===== config.mk =====
export PLATFORM = sky130hd
export DESIGN_NAME = fp_block_arbiter
export DESIGN_NICKNAME = d
export VERILOG_FILES = /design/src/rtl/fp_block_arbiter.sv
export SDC_FILE = /design/constraint.sdc
export NUM_CORES = 1
export LEC_CHECK = 0
export CAP_MARGIN = 25
export CORE_AREA = 2 2 80 82
export CTS_BUF_LIST = sky130_fd_sc_hd__clkbuf_2 sky130_fd_sc_hd__clkbuf_4 sky130_fd_sc_hd__clkbuf_8
export CTS_CLUSTER_DIAMETER = 40
export DETAILED_ROUTE_END_ITERATION = 10
export DIE_AREA = 0 0 82 84
export PLACE_DENSITY = 0.78
export SLEW_MARGIN = 0
export SYNTH_ARGS = -nofsm -noshare
export SYNTH_HDL_FRONTEND = slang
export SYNTH_SLANG_ARGS = --single-unit

===== constraint.sdc =====
create_clock -name clk -period 3.21 [get_ports clk]
set_clock_uncertainty 0.1 [all_clocks]
set_input_delay 0.642 -clock clk [delete_from_list [all_inputs] [get_ports clk]]
set_output_delay 0.642 -clock clk [all_outputs]
set_load 0.05 [all_outputs]

===== src/rtl/fp_block_arbiter.sv =====
// Two-requester arbiter for fp values. Each grant covers a fixed-length block of beats.
// A source tag is emitted before each block's data, and grants alternate on a tie.
module fp_block_arbiter #(
  parameter int BLOCK_LEN = 4
) (
  input  logic        clk,
  input  logic        reset,
  input  logic [51:0] s0_fp_data_frac,
  input  logic [10:0] s0_fp_data_expo,
  input  logic        s0_fp_data_sign,
  input  logic        s0_fp_valid,
  output logic        s0_fp_ready,
  input  logic [51:0] s1_fp_data_frac,
  input  logic [10:0] s1_fp_data_expo,
  input  logic        s1_fp_data_sign,
  input  logic        s1_fp_valid,
  output logic        s1_fp_ready,
  output logic [51:0] m_fp_data_frac,
  output logic [10:0] m_fp_data_expo,
  output logic        m_fp_data_sign,
  output logic        m_fp_valid,
  input  logic        m_fp_ready,
  output logic        m_id_data,
  output logic        m_id_valid,
  input  logic        m_id_ready,
  output logic        busy
);

  localparam int CW = (BLOCK_LEN > 1) ? $clog2(BLOCK_LEN) : 1;

  typedef enum logic {IDLE, GRANT} state_t;

  state_t        state;
  logic          grant;
  logic          last_served;
  logic [CW-1:0] count;

  logic tag_free;
  logic start;
  logic sel;
  logic beat;
  logic last_beat;

  // A new tag may load on the same edge that the old one is taken.
  assign tag_free  = !m_id_valid || m_id_ready;
  assign start     = (state == IDLE) && (s0_fp_valid || s1_fp_valid) && tag_free;
  assign sel       = (s0_fp_valid && s1_fp_valid) ? !last_served : s1_fp_valid;
  assign beat      = (state == GRANT) && m_fp_valid && m_fp_ready;
  assign last_beat = (count == CW'(BLOCK_LEN - 1));
  assign busy      = (state == GRANT);

  // NOTE: every output gets a default first so no path leaves it unassigned (no latches).
  always_comb begin
    s0_fp_ready    = 1'b0;
    s1_fp_ready    = 1'b0;
    m_fp_valid     = 1'b0;
    m_fp_data_frac = '0;
    m_fp_data_expo = '0;
    m_fp_data_sign = 1'b0;
    if (state == GRANT) begin
      if (grant) begin
        m_fp_data_frac = s1_fp_data_frac;
        m_fp_data_expo = s1_fp_data_expo;
        m_fp_data_sign = s1_fp_data_sign;
        m_fp_valid     = s1_fp_valid;
        s1_fp_ready    = m_fp_ready;
      end else begin
        m_fp_data_frac = s0_fp_data_frac;
        m_fp_data_expo = s0_fp_data_expo;
        m_fp_data_sign = s0_fp_data_sign;
        m_fp_valid     = s0_fp_valid;
        s0_fp_ready    = m_fp_ready;
      end
    end
  end

  // NOTE: sequential state uses non-blocking assignments only, so every register sees pre-edge values.
  always_ff @(posedge clk or negedge reset) begin
    if (!reset) begin
      state       <= IDLE;
      count       <= '0;
      grant       <= 1'b0;
      last_served <= 1'b1;
      m_id_valid  <= 1'b0;
      m_id_data   <= 1'b0;
    end else begin
      if (start) begin
        m_id_valid <= 1'b1;
        m_id_data  <= sel;
      end else if (m_id_valid && m_id_ready) begin
        m_id_valid <= 1'b0;
      end

      case (state)
        IDLE: begin
          if (start) begin
            state <= GRANT;
            grant <= sel;
            count <= '0;
          end
        end
        GRANT: begin
          if (beat) begin
            if (last_beat) begin
              state       <= IDLE;
              count       <= '0;
              last_served <= grant;
            end else begin
              count <= count + 1'b1;
            end
          end
        end
        default: state <= IDLE;
      endcase
    end
  end

endmodule


==> impl_metrics.env, run 1 <==
export IMPL_wl_met3_um=594
export IMPL_grt_pass1_vias=2050
export IMPL_p_int_mw=1.32
export IMPL_place_gp_congestion=0.702
export IMPL_ys_seq_elements=7
export IMPL_synthArstFlopShare_pct=100
export IMPL_num_antenna_cells=0
export IMPL_path_cells="buf_12 > mux2i_1 > nor2_1 > clkdlybuf4s50_1"
export IMPL_multi_input_area_um2=1040
export IMPL_max_cap_violations=0
export IMPL_powerDensity_nw_per_um2=957
export IMPL_dieArea_um2=6890
export IMPL_routed_top_layer="met4"
export IMPL_dp_hpwl_mm=5.03
export IMPL_swShare_pct=59.9
export IMPL_worst_hold_path_type="flop to flop"
export IMPL_grt_antenna_before_repair=0
export IMPL_synth_edf_count=0
export IMPL_yosys_cell_count_top_type="nor2_1"
export IMPL_synth_cell_types=22
export IMPL_rsz0062_at_grt="false"
export IMPL_finalPower_mw=3.30
export IMPL_setup_viol=0
export IMPL_avgSynthCellArea_um2=7.32
export IMPL_seq_area_um2=180
export IMPL_outcome="finished clean"
export IMPL_leakage_nw=1.50
export IMPL_rows=29
export IMPL_pwr_share_clk_pct=4.0
export IMPL_worstPathArrival_ns=2.19
export IMPL_drt_initial_drc_count=52
export IMPL_clk_path_buf_depth=2
export IMPL_setup_worst_path_class="flop to output port"
export IMPL_cts_sink_count=7
export IMPL_wire_per_inst_um=13.1
export IMPL_postRouteAntennaNets=0
export IMPL_dr_wl_met2_mm=3.07
export IMPL_synth_top_cells_by_area="mux2i_1, nor2_1, dfrtp_1, buf_2, dfstp_2"
export IMPL_nets=508
export IMPL_start_util_pct=21.1
export IMPL_first_pass_iters=4
export IMPL_track_usage_pct=16.3
export IMPL_syn_num_nets=311
export IMPL_holdBufCountCts=0
export IMPL_ys_dominant_reg_cell="dfrtp_1"
export IMPL_p_seq_share_pct=6.9
export IMPL_final_hold_viol_count=0
export IMPL_synth_top_cell_area_share_pct=51.3
export IMPL_dp_cells=445
export IMPL_fin_crit_ns=2.93
export IMPL_numCtsBuffers=3
export IMPL_timing_hold_ws_ns=0.415
export IMPL_final_layout_size_suffix_gt1_share_pct=6.99
export IMPL_clk_latency_ns=0.23
export IMPL_htreeDepth=1
export IMPL_timing_final_crit_share_pct=91.2
export IMPL_grt_max_degree=30
export IMPL_synth_commonest_cells="nor2_1, mux2i_1, buf_2"
export IMPL_grt_pass1_wl_mm=9.13
export IMPL_ir_drop_mv=0.618
export IMPL_overflow=0
export IMPL_root_buffer="clkbuf_8"
export IMPL_drc=0
export IMPL_netSwitchingPower_mw=1.98
export IMPL_cp_start_kind="flop"
export IMPL_drv_slew=0
export IMPL_end_kind="output port"
export IMPL_final_cells=449
export IMPL_cp_max_fo=24
export IMPL_cp_slowest_cell="clkdlybuf4s50_1"
export IMPL_fmax_ghz=0.341
export IMPL_synth_warnings=0
export IMPL_drt_total_wl_mm=5.90
export IMPL_path_delay_family="buffers and inverters"
export IMPL_finish_instance_area_um2=3440
export IMPL_ys_seq_area_share_pct=13.7
export IMPL_placed_cell_area_um2=3390
export IMPL_worstPathRequired_ns=2.47
export IMPL_clk_pin_slew_worst_paths_ns=0.04
export IMPL_core_area_um2=6100
export IMPL_nFillCells=581
export IMPL_netlist_area_um2=1290
export IMPL_drt_met1_wl_mm=2.21
export IMPL_tns_ns=0
export IMPL_post_cts_buffers=0
export IMPL_post_cts_resized=0
export IMPL_die_y_um=84
export IMPL_io_pins=204
export IMPL_via_per_inst=4.39
export IMPL_vias=1970
export IMPL_relSlewSlack_pct=65.1
export IMPL_crit_buf_inv=2
export IMPL_area_growth_pct=167
export IMPL_die_x_um=82
export IMPL_synth_top_area_cell="mux2i_1"
export IMPL_cts_tree="done"
export IMPL_synthCells=176
export IMPL_tightest_slew_ns=0.522
export IMPL_port_buffers=203
export IMPL_p_comb_share_pct=89.1
export IMPL_crit_path_max_incr_delay_ns=0.82
[power by group through the flow]
stage / Sequential, mW / Combinational [mW] / Clock [mW]
after detailed placement: 0.229 / 2.96 / 0
after CTS: 0.228 / 2.96 / 0.134
after global placement: 0.226 / 2.93 / 0
after floorplan: 0.210 / 1.97 / 0
after global routing: 0.237 / 3.08 / 0.138
final: 0.226 / 2.94 / 0.133
[through the flow]
stage | worst slack, ns | utilization, %
after global routing | 0.181 | 56.5
after detailed placement | 0.342 | 55.7
final | 0.282 | 56.5
after CTS | 0.260 | 56.5
after floorplan | 0.596 | -
after global placement | 0.361 | 55.7
[worst paths after layout]
check                      startpoint                 end  slack [ns]  depth (start not counted)
setup / recovery                grant  m_fp_data_frac[32]        0.28                          4
hold / removal              m_id_data           m_id_data        0.41                          2
setup reg to reg                grant         last_served        1.46                          3
hold reg to reg             m_id_data           m_id_data        0.41                          2
max in group asynchronous       reset         last_served        2.14                          1
min in group asynchronous       reset            count[1]        0.58                          1
[state kept, by name, indices dropped and copies added (netlist names)]
register and flops:
busy 1, count 2, grant 1, last_served 1, m_id_data 1, m_id_valid 1
[metal layers]
layer / global-route usage (%) / up-vias
li1: - / 991
met1: 17.9 / 871
met2: 31.6 / 104
met3: 3.57 / 4
met4: 2.12 / 0
met5: 0 / -
[placed cells by master, fill, tap and decap left out, drive strengths merged]
cell type,netlist,layout
and3,1,1
dfrtp,6,6
nand4,1,1
nor2,67,67
o21ai,2,2
clkdlybuf4s50,0,188
mux2i,66,66
o21bai,1,1
nand2b,1,1
nor2b,1,1
nand2,6,6
or3b,1,1
buf,9,19
clkbuf,6,4
o2bb2ai,1,1
inv,2,2
ha,1,1
dfstp,1,1
mux2,2,2
o22ai,1,1
[cell type report]
type | count | area share (%)
Inverter | 2 | 0.218
Sequential cell | 7 | 5.23
Timing Repair Buffer | 207 | 60.2
Clock buffer | 4 | 1.42
Tap cell | 77 | 2.80
Multi-Input combinational cell | 152 | 30.1
[worst min-delay path, delay by kind of cell, from the launching register on]
family           cells  cell delay (ns)
AO/OA/AOI/OAI        1             0.08
AND/OR/NAND/NOR      1             0.06
flip-flops           1             0.34
[cell families after synthesis]
group | share of synthesized area (%)
AOI/OAI and AO/OA | 2.52
buffers and inverters | 5.92
muxes | 53.0
and+or+nand+nor | 23.9
DFF | 13.7
adders and majority gates | 0.971
Note: power is estimated with default switching activity, not from simulation.
==> run 2: changes to the inputs <==
--- a/config.mk
+++ b/config.mk
@@ -5,7 +5,7 @@
 export SDC_FILE = /design/constraint.sdc
 export NUM_CORES = 1
 export LEC_CHECK = 0
-export CAP_MARGIN = 25
+export CAP_MARGIN = 20
 export CORE_AREA = 2 2 80 82
 export CTS_BUF_LIST = sky130_fd_sc_hd__clkbuf_2 sky130_fd_sc_hd__clkbuf_4 sky130_fd_sc_hd__clkbuf_8
 export CTS_CLUSTER_DIAMETER = 40
==> results of run 2 <==
Same layout as run 1: the final DEF is identical, and so are final timing and power.
==> run 3: changes to the inputs <==
--- a/config.mk
+++ b/config.mk
@@ -5,7 +5,6 @@
 export SDC_FILE = /design/constraint.sdc
 export NUM_CORES = 1
 export LEC_CHECK = 0
-export CAP_MARGIN = 20
 export CORE_AREA = 2 2 80 82
 export CTS_BUF_LIST = sky130_fd_sc_hd__clkbuf_2 sky130_fd_sc_hd__clkbuf_4 sky130_fd_sc_hd__clkbuf_8
 export CTS_CLUSTER_DIAMETER = 40
==> results of run 3 <==
Same layout as run 1: the final DEF is identical, and so are final timing and power.
==> patch: new RTL, flow settings as in run 2 <==
The parameter `BLOCK_LEN` goes from 4 to 2.
--- a/src/rtl/fp_block_arbiter.sv
+++ b/src/rtl/fp_block_arbiter.sv
@@ -3,3 +3,3 @@
 module fp_block_arbiter #(
-  parameter int BLOCK_LEN = 4
+  parameter int BLOCK_LEN = 2
 ) (
Check against the original RTL: not equivalent (a bounded check fails within 4 cycles, from zero or initial values and one cycle with reset low).
==> patch against run 2 <==
- sequential cell count decreased by 1
- synthesized area up 7.7%
- cell area is 1.9% lower
- count of clock-buffer cells in the layout unchanged
- setup slack improved by 330 ps
- non-clock buffer count decreased by 1
- power rose by 0.31%
- die area is the same
- routed wire length fell by 3.3%
- largest power group unchanged
- highest routed layer unchanged
==> patch: results (changes against run 2) <==
| Metric | Value |
|---|---|
| Status | `finished clean (unchanged)` |
| Crit path DAT | `1850 ps (was 2190 ps)` |
| Register area share after synthesis | `10.9% (was 13.7%)` |
| Worst slew pin tran | `710 ps (was 522 ps)` |
| Routed wire per std cell | `13.0 um (was 13.1 um)` |
| GR Util All Layers | `15.3% (was 16.3%)` |
| Switching Share | `60.9% (was 59.9%)` |
| P_leak | `1.52 nW (was 1.50 nW)` |
| Syn Nets | `301 (was 311)` |
| Final WL | `5710 um (was 5900 um)` |
| Largest net degree at the start of global routing | `40 (was 30)` |
| Mapped Avg Cell Area | `8.31 sq um (was 7.32 sq um)` |
| Hold Path Depth | `1 (was 2)` |
| Worst Path Max Fanout | `38 (was 24)` |
| Register-to-Register Setup Slack | `1150 ps (was 1460 ps)` |
| Pre-CTS setup slack | `796 ps (was 342 ps)` |
| Final GP Congestion | `0.732 (was 0.702)` |
| First-pass GRT wire length | `8480 um (was 9130 um)` |
| Largest cells by area after synthesis | `mux2i_1 (47%), nor2b_1 (30%), dfrtp_1 (9.0%) (was mux2i_1 (51%), nor2_1 (20%), dfrtp_1 (12%))` |
| Vias per inst | `4.35 (was 4.39)` |
| List of most frequent post-synthesis cells | `nor2b_1 (66), mux2i_1 (65), buf_2 (8) (was nor2_1 (67), mux2i_1 (66), buf_2 (7))` |
| Share of layout cells above drive strength 1 | `21.5% (was 6.99%)` |
| Slowest CP cell | `dfrtp_4 (was clkdlybuf4s50_1)` |
| Placed Cells | `435 (was 445)` |
| Total Nets Final | `497 (was 508)` |
| Synth unique cells | `20 (was 22)` |
| Tmin final | `2600 ps (was 2930 ps)` |
patch: how the worst max path moves through the flow:
stage,start,endpoint
2_1_floorplan,busy,m_fp_data_expo[0]
3_3_place_gp,grant,m_fp_data_frac[45]
3_5_place_dp,grant,m_fp_data_expo[6]
4_1_cts,grant,m_fp_data_expo[6]
5_1_grt,grant,m_fp_data_expo[6]
6_report,grant,m_fp_data_expo[6]
patch: metrics by stage:
| step | cell area (sq um) | utilization, % |
|---|---|---|
| 2_1_floorplan | 1390 | - |
| 3_3_place_gp | 3330 | 54.6 |
| 3_5_place_dp | 3330 | 54.6 |
| 4_1_cts | 3380 | 55.4 |
| 5_1_grt | 3380 | 55.4 |
| 6_report | 3380 | 55.4 |
patch: power groups by stage:
stage / clock network, mW / registers (mW) / logic (mW)
global placement: 0 / 0.252 / 2.95
finish: 0.125 / 0.246 / 2.94
floorplan: 0 / 0.197 / 2.11
global route: 0.133 / 0.260 / 3.08
CTS: 0.129 / 0.251 / 2.97
detailed placement: 0 / 0.253 / 2.96
patch: routing by layer:
layer  vias up  track usage (%)  share of wire (%)
li1        959                -                  -
met4         0             3.18               0.33
met1       839             14.8                 33
met5         -                0                  0
met2       110             30.8                 55
met3         2             3.90                 12
patch: area by class of cell:
type | count | share of cell area (%)
Clock buffer | 4 | 1.44
Multi-Input combinational cell | 145 | 34.5
Inverter | 1 | 0.111
Sequential cell | 6 | 4.59
Timing Repair Buffer | 206 | 56.5
Tap cell | 77 | 2.85
patch: cells by family (layout without fill, tap and decap cells):
group	after synthesis	count (layout)	synth area share, %
flops	6	6	10.9
compound gates	7	7	4.06
buf+inv	16	211	5.05
simple gates	72	72	32.3
mux	66	66	47.7
